## src/rtl/regread_arbiter.sv

```systemverilog
// Round-robin arbiter for the shared 16x16 register-file read port, with bounded lock bursts.
// Optional per-requester grant counters are enabled by defining REGREAD_GRANT_COUNT_EN.
module regread_arbiter #(
   parameter int NREQ      = 4,
   parameter int MAX_BURST = 4
) (
   input  logic                 clk,
   input  logic                 reset,
   input  logic [NREQ-1:0]      req,
   input  logic [4*NREQ-1:0]    addr,
   input  logic [NREQ-1:0]      lock,
   output logic [NREQ-1:0]      gnt,
   output logic [3:0]           sel,
   input  logic [15:0]          mux_out,
   output logic [15:0]          rdata,
   output logic [NREQ-1:0]      rvalid,
   output logic                 busy
`ifdef REGREAD_GRANT_COUNT_EN
   ,
   input  logic                 cnt_clear,
   output logic [16*NREQ-1:0]   gnt_count
`endif
);

   localparam int          PW = $clog2(NREQ);
   localparam int unsigned N  = NREQ;

   typedef enum logic {IDLE, LOCKED} state_t;

   state_t          state, state_d;
   logic [PW-1:0]   ptr, ptr_d;
   logic [PW-1:0]   owner, owner_d;
   logic [3:0]      burst_cnt, burst_cnt_d;
   logic            win_vld;
   logic [PW-1:0]   win;

   function automatic logic [PW-1:0] wrap_inc(input logic [PW-1:0] i);
      return (32'(i) == N - 1) ? '0 : PW'(32'(i) + 32'd1);
   endfunction

   // State register and registered read return
   always_ff @(posedge clk) begin
      if (reset) begin
         state     <= IDLE;
         ptr       <= '0;
         owner     <= '0;
         burst_cnt <= '0;
         rdata     <= '0;
         rvalid    <= '0;
      end else begin
         state     <= state_d;
         ptr       <= ptr_d;
         owner     <= owner_d;
         burst_cnt <= burst_cnt_d;
         rvalid    <= gnt;
         if (|gnt) rdata <= mux_out;
      end
   end

   // Next-state logic
   always_comb begin
      state_d     = state;
      ptr_d       = ptr;
      owner_d     = owner;
      burst_cnt_d = burst_cnt;
      case (state)
         IDLE: begin
            if (win_vld) begin
               if (lock[win]) begin
                  state_d     = LOCKED;
                  owner_d     = win;
                  burst_cnt_d = 4'd1;
               end else begin
                  ptr_d = wrap_inc(win);
               end
            end
         end
         LOCKED: begin
            // Budget is consumed every locked cycle, granted or not
            if (!lock[owner] || burst_cnt == 4'(MAX_BURST)) begin
               state_d     = IDLE;
               ptr_d       = wrap_inc(owner);
               burst_cnt_d = '0;
            end else begin
               burst_cnt_d = burst_cnt + 4'd1;
            end
         end
         default: state_d = IDLE;
      endcase
   end

   // Output logic: winner selection, grant and mux select
   always_comb begin
      logic [PW-1:0] cand;
      win_vld = 1'b0;
      win     = '0;
      cand    = '0;
      if (!reset) begin
         if (state == IDLE) begin
            for (int unsigned k = 0; k < N; k++) begin
               cand = PW'((32'(ptr) + k) % N);
               if (!win_vld && req[cand]) begin
                  win_vld = 1'b1;
                  win     = cand;
               end
            end
         end else if (req[owner]) begin
            win_vld = 1'b1;
            win     = owner;
         end
      end
      gnt = '0;
      sel = '0;
      if (win_vld) begin
         gnt[win] = 1'b1;
         sel      = addr[4*win +: 4];
      end
   end

   assign busy = (state == LOCKED);

`ifdef REGREAD_GRANT_COUNT_EN
   for (genvar g = 0; g < NREQ; g++) begin : g_cnt
      logic [15:0] cnt;
      always_ff @(posedge clk) begin
         if (reset || cnt_clear)
            cnt <= '0;
         else if (gnt[g] && cnt != '1)
            cnt <= cnt + 16'd1;
      end
      assign gnt_count[16*g +: 16] = cnt;
   end
`endif

endmodule

```

## config.mk

```make
export PLATFORM = sky130hd
export DESIGN_NAME = regread_arbiter
export DESIGN_NICKNAME = d
export VERILOG_FILES = /design/src/rtl/regread_arbiter.sv
export SDC_FILE = /design/constraint.sdc
export NUM_CORES = 1
export LEC_CHECK = 0
export CORE_UTILIZATION = 43
export DETAILED_ROUTE_END_ITERATION = 8
export PLACE_DENSITY_LB_ADDON = 0.3
export SETUP_SLACK_MARGIN = 0.3
export SLEW_MARGIN = 30
export SYNTH_ARGS = -nofsm -noshare
export SYNTH_HDL_FRONTEND = slang
export SYNTH_SLANG_ARGS = --single-unit
```

## constraint.sdc

```tcl
create_clock -name clk -period 5.7 [get_ports clk]
set_input_delay 1.71 -clock clk [delete_from_list [all_inputs] [get_ports clk]]
set_output_delay 1.71 -clock clk [all_outputs]
set_load 0.005 [all_outputs]
```

==> results.json <==
{
  "grt_setup_unrepaired": "false",
  "ir_drop_v": 0.000229,
  "drt-initial-drc-count": 72,
  "cts_tree": "yes",
  "crit_arrival_ns": 3.59,
  "critPathCaptureType": "output pin",
  "met1Wirelength_microns": 1900,
  "finalHoldViolCount": 0,
  "fillers": 296,
  "postLayoutCellArea_sq_um": 2780,
  "multi_input_area_sq_um": 1100,
  "cts_buffers": 5,
  "synth_edf_count": 0,
  "synth.distinct_cells": 53,
  "viasPerCell": 5.34,
  "grt_use_total_pct": 22.6,
  "yosysTopAreaCell": "dfxtp_1",
  "cellPowerDensity_nw_per_um2": 375,
  "max_slew_margin_pct": 58.8,
  "regArea_sq_um": 581,
  "wirelength_microns": 4560,
  "hpwl_microns": 3440,
  "setup_violations": 0,
  "p_clk_share_pct": 21.4,
  "wl_met2_microns": 2340,
  "synth_nets": 231,
  "slew_viol_final": 0,
  "gp_congestion": 0.824,
  "cts_root_buf": "clkbuf_8",
  "min_path_type": "flop to flop",
  "grt_overflow_total": 0,
  "initial_core_util_pct": 46.4,
  "io_pins": 71,
  "cts_sinks": 29,
  "drt_pre_antenna_iters": 4,
  "syn_avg_cell_area_sq_um": 9.68,
  "core-area_sq_um": 3800,
  "worstMarginPinSlew_ns": 0.617,
  "num_vias": 1721,
  "antenna_found_initial": 0,
  "ant_nets": 0,
  "portBuffers": 70,
  "crit_fanout": 4,
  "layout-drive-gt1-share_pct": 24.8,
  "fin_crit_ns": 5.30,
  "yosysSeqAreaShare_pct": 33.0,
  "fp.dieW_microns": 66.0,
  "top_layer_used": "met4",
  "final_nets": 322,
  "switchingPower_w": 0.000351,
  "seq_power_share_pct": 29.2,
  "first_global_vias": 1628,
  "p_total_w": 0.00104,
  "cts_buffer_depth": 2,
  "path_clk_slew_ns": 0.06,
  "clock_latency_ns": 0.28,
  "die_h_microns": 66.0,
  "rows": 22,
  "grt_pass1_wl_microns": 7490,
  "post-route-period-util_pct": 93.0,
  "worst_setup_path_start_kind": "primary input",
  "internal-power_w": 0.000693,
  "grt_max_degree": 24,
  "wl_met3_microns": 250,
  "area.growth.synth_to_final_pct": 57.8,
  "synth-seq-cells": 29,
  "max_cap_viol_count": 0,
  "yosys_warnings": 0,
  "synthTopCellsByArea": "dfxtp_1 (33%), mux2i_1 (11%), mux4_2 (6.4%), ha_1 (5.0%), and2_1 (4.6%)",
  "wl_per_cell_microns": 14.1,
  "postPlaceCellArea_sq_um": 2620,
  "max_clock_freq_mhz": 189,
  "skew_ns": 0.00520,
  "power_leakage_nw": 1.15,
  "synth_top_area_share_pct": 33.0,
  "synth_ff_type": "dfxtp_1",
  "htree_levels": 2,
  "syn_area_sq_um": 1760,
  "n_antenna_cell": 0,
  "combPwrFrac_pct": 49.5,
  "die_area_sq_um": 4360,
  "required_ns": 3.99,
  "syn_inst": 182,
  "switching_share_pct": 33.6,
  "async_flop_share_pct": 0,
  "path_class": "primary input to output pin",
  "drc_errors": 0,
  "outcome": "complete, no violations"
}
-- cells in the final DEF, fill, tap and decap left out, types with 4 or more instances in the layout --
master           instances
clkdlybuf4s50_1         57
dfxtp_1                 29
buf_4                   21
mux2i_1                 20
nor2_1                  20
and2_1                  10
inv_1                    9
nand2_1                  8
clkbuf_8                 6
mux4_2                   5
dlygate4sd2_1            5
o311ai_1                 4
nand3_1                  4
ha_2                     4
clkbuf_2                 4
-- area by class of cell --
cell class / instances / share of cell area, %
Clock inverter: 1 / 1.08
Inverter: 11 / 1.49
Clock buffer: 7 / 3.11
Timing Repair Buffer: 95 / 31.5
Sequential cell: 29 / 20.9
Tap cell: 48 / 2.16
Multi-Input combinational cell: 131 / 39.7
-- power by group through the flow --
stage / clock network, W / logic, W / registers [W]
CTS: 0.000227 / 0.000518 / 0.000303
global placement: 0 / 0.000487 / 0.000305
detailed placement: 0 / 0.000498 / 0.000307
finish: 0.000223 / 0.000516 / 0.000304
floorplan: 0 / 0.000308 / 0.000290
global route: 0.000239 / 0.000570 / 0.000311
-- cells in the mapped netlist (all sizes together) (2+ instances only) --
library cell	count
nor2	21
a21oi	4
a31oi	2
nor3b	2
inv	11
buf	7
o21ai	3
clkbuf	4
ha	7
nand3	5
o31ai	3
and2	13
dfxtp	29
o32ai	3
o311ai	6
mux4	5
nor2b	2
nand2	9
mux2i	20
nand4	4
-- critical path: stages --
cell,delay (ns)
clkdlybuf4s15_2,0.19
buf_4,0.14
nor2b_4,0.13
o21a_1,0.19
o31a_1,0.31
buf_6,0.13
buf_6,0.12
mux4_2,0.40
and2_4,0.16
buf_2,0.12
-- cells by family (layout without fill, tap and decap cells) --
| kind of cell | count (synthesis) | count (layout) | synth area share (%) |
|---|---|---|---|
| simple gates | 63 | 63 | 19.8 |
| compound gates | 34 | 34 | 17.0 |
| flops | 29 | 29 | 33.0 |
| mux | 26 | 26 | 18.4 |
| buf+inv | 22 | 114 | 6.39 |
| fa+ha+maj | 7 | 7 | 4.97 |
| xor+xnor | 1 | 1 | 0.497 |
-- through the flow --
step / utilization, % / hold slack [ns] / setup WS [ns] / setup TNS (ns) / instances
finish: 73.2 / 0.493 / 0.398 / 0 / 322
global route: 73.2 / 0.525 / 0.302 / 0 / 322
CTS: 73.5 / 0.501 / 0.242 / 0 / 322
detailed placement: 69.0 / 0.486 / -0.294 / -2.02 / 310
global placement: 69.0 / 0.472 / -0.269 / -1.77 / 310
floorplan: - / 0.467 / 0.666 / 0 / 182
-- registers in the layout, summed over array words and instances, names as in the netlist --
signal     flops
busy           1
burst_cnt      4
rvalid         4
rdata         16
owner          2
ptr            2
-- final timing paths --
kind | startpoint | to | slack [ns] | depth (start not counted)
worst max-delay path | req[2] | sel[1] | 0.40 | 10
worst min-delay path | rdata[0] | rdata[0] | 0.49 | 2
worst max register to register | owner[1] | rdata[13] | 2.84 | 11
worst min register to register | rdata[0] | rdata[0] | 0.49 | 2
-- metal layers --
layer / global-route usage (%) / vias up
met3: 5.34 / 8
met2: 39.0 / 60
met1: 27.2 / 802
met4: 7.71 / 0
met5: 0 / -
li1: - / 851
-- repair_timing --
| action | 4_1_cts | 5_1_grt |
|---|---|---|
| buffers inserted | 4 | 0 |
| resized for setup | 38 | 8 |
| setup endpoints to repair | 8 | 4 |
| hold buffers | 0 | 0 |
| pin swaps | 10 | 5 |
| hold endpoints to repair | 0 | 0 |
(Power assumes the default switching activity.)
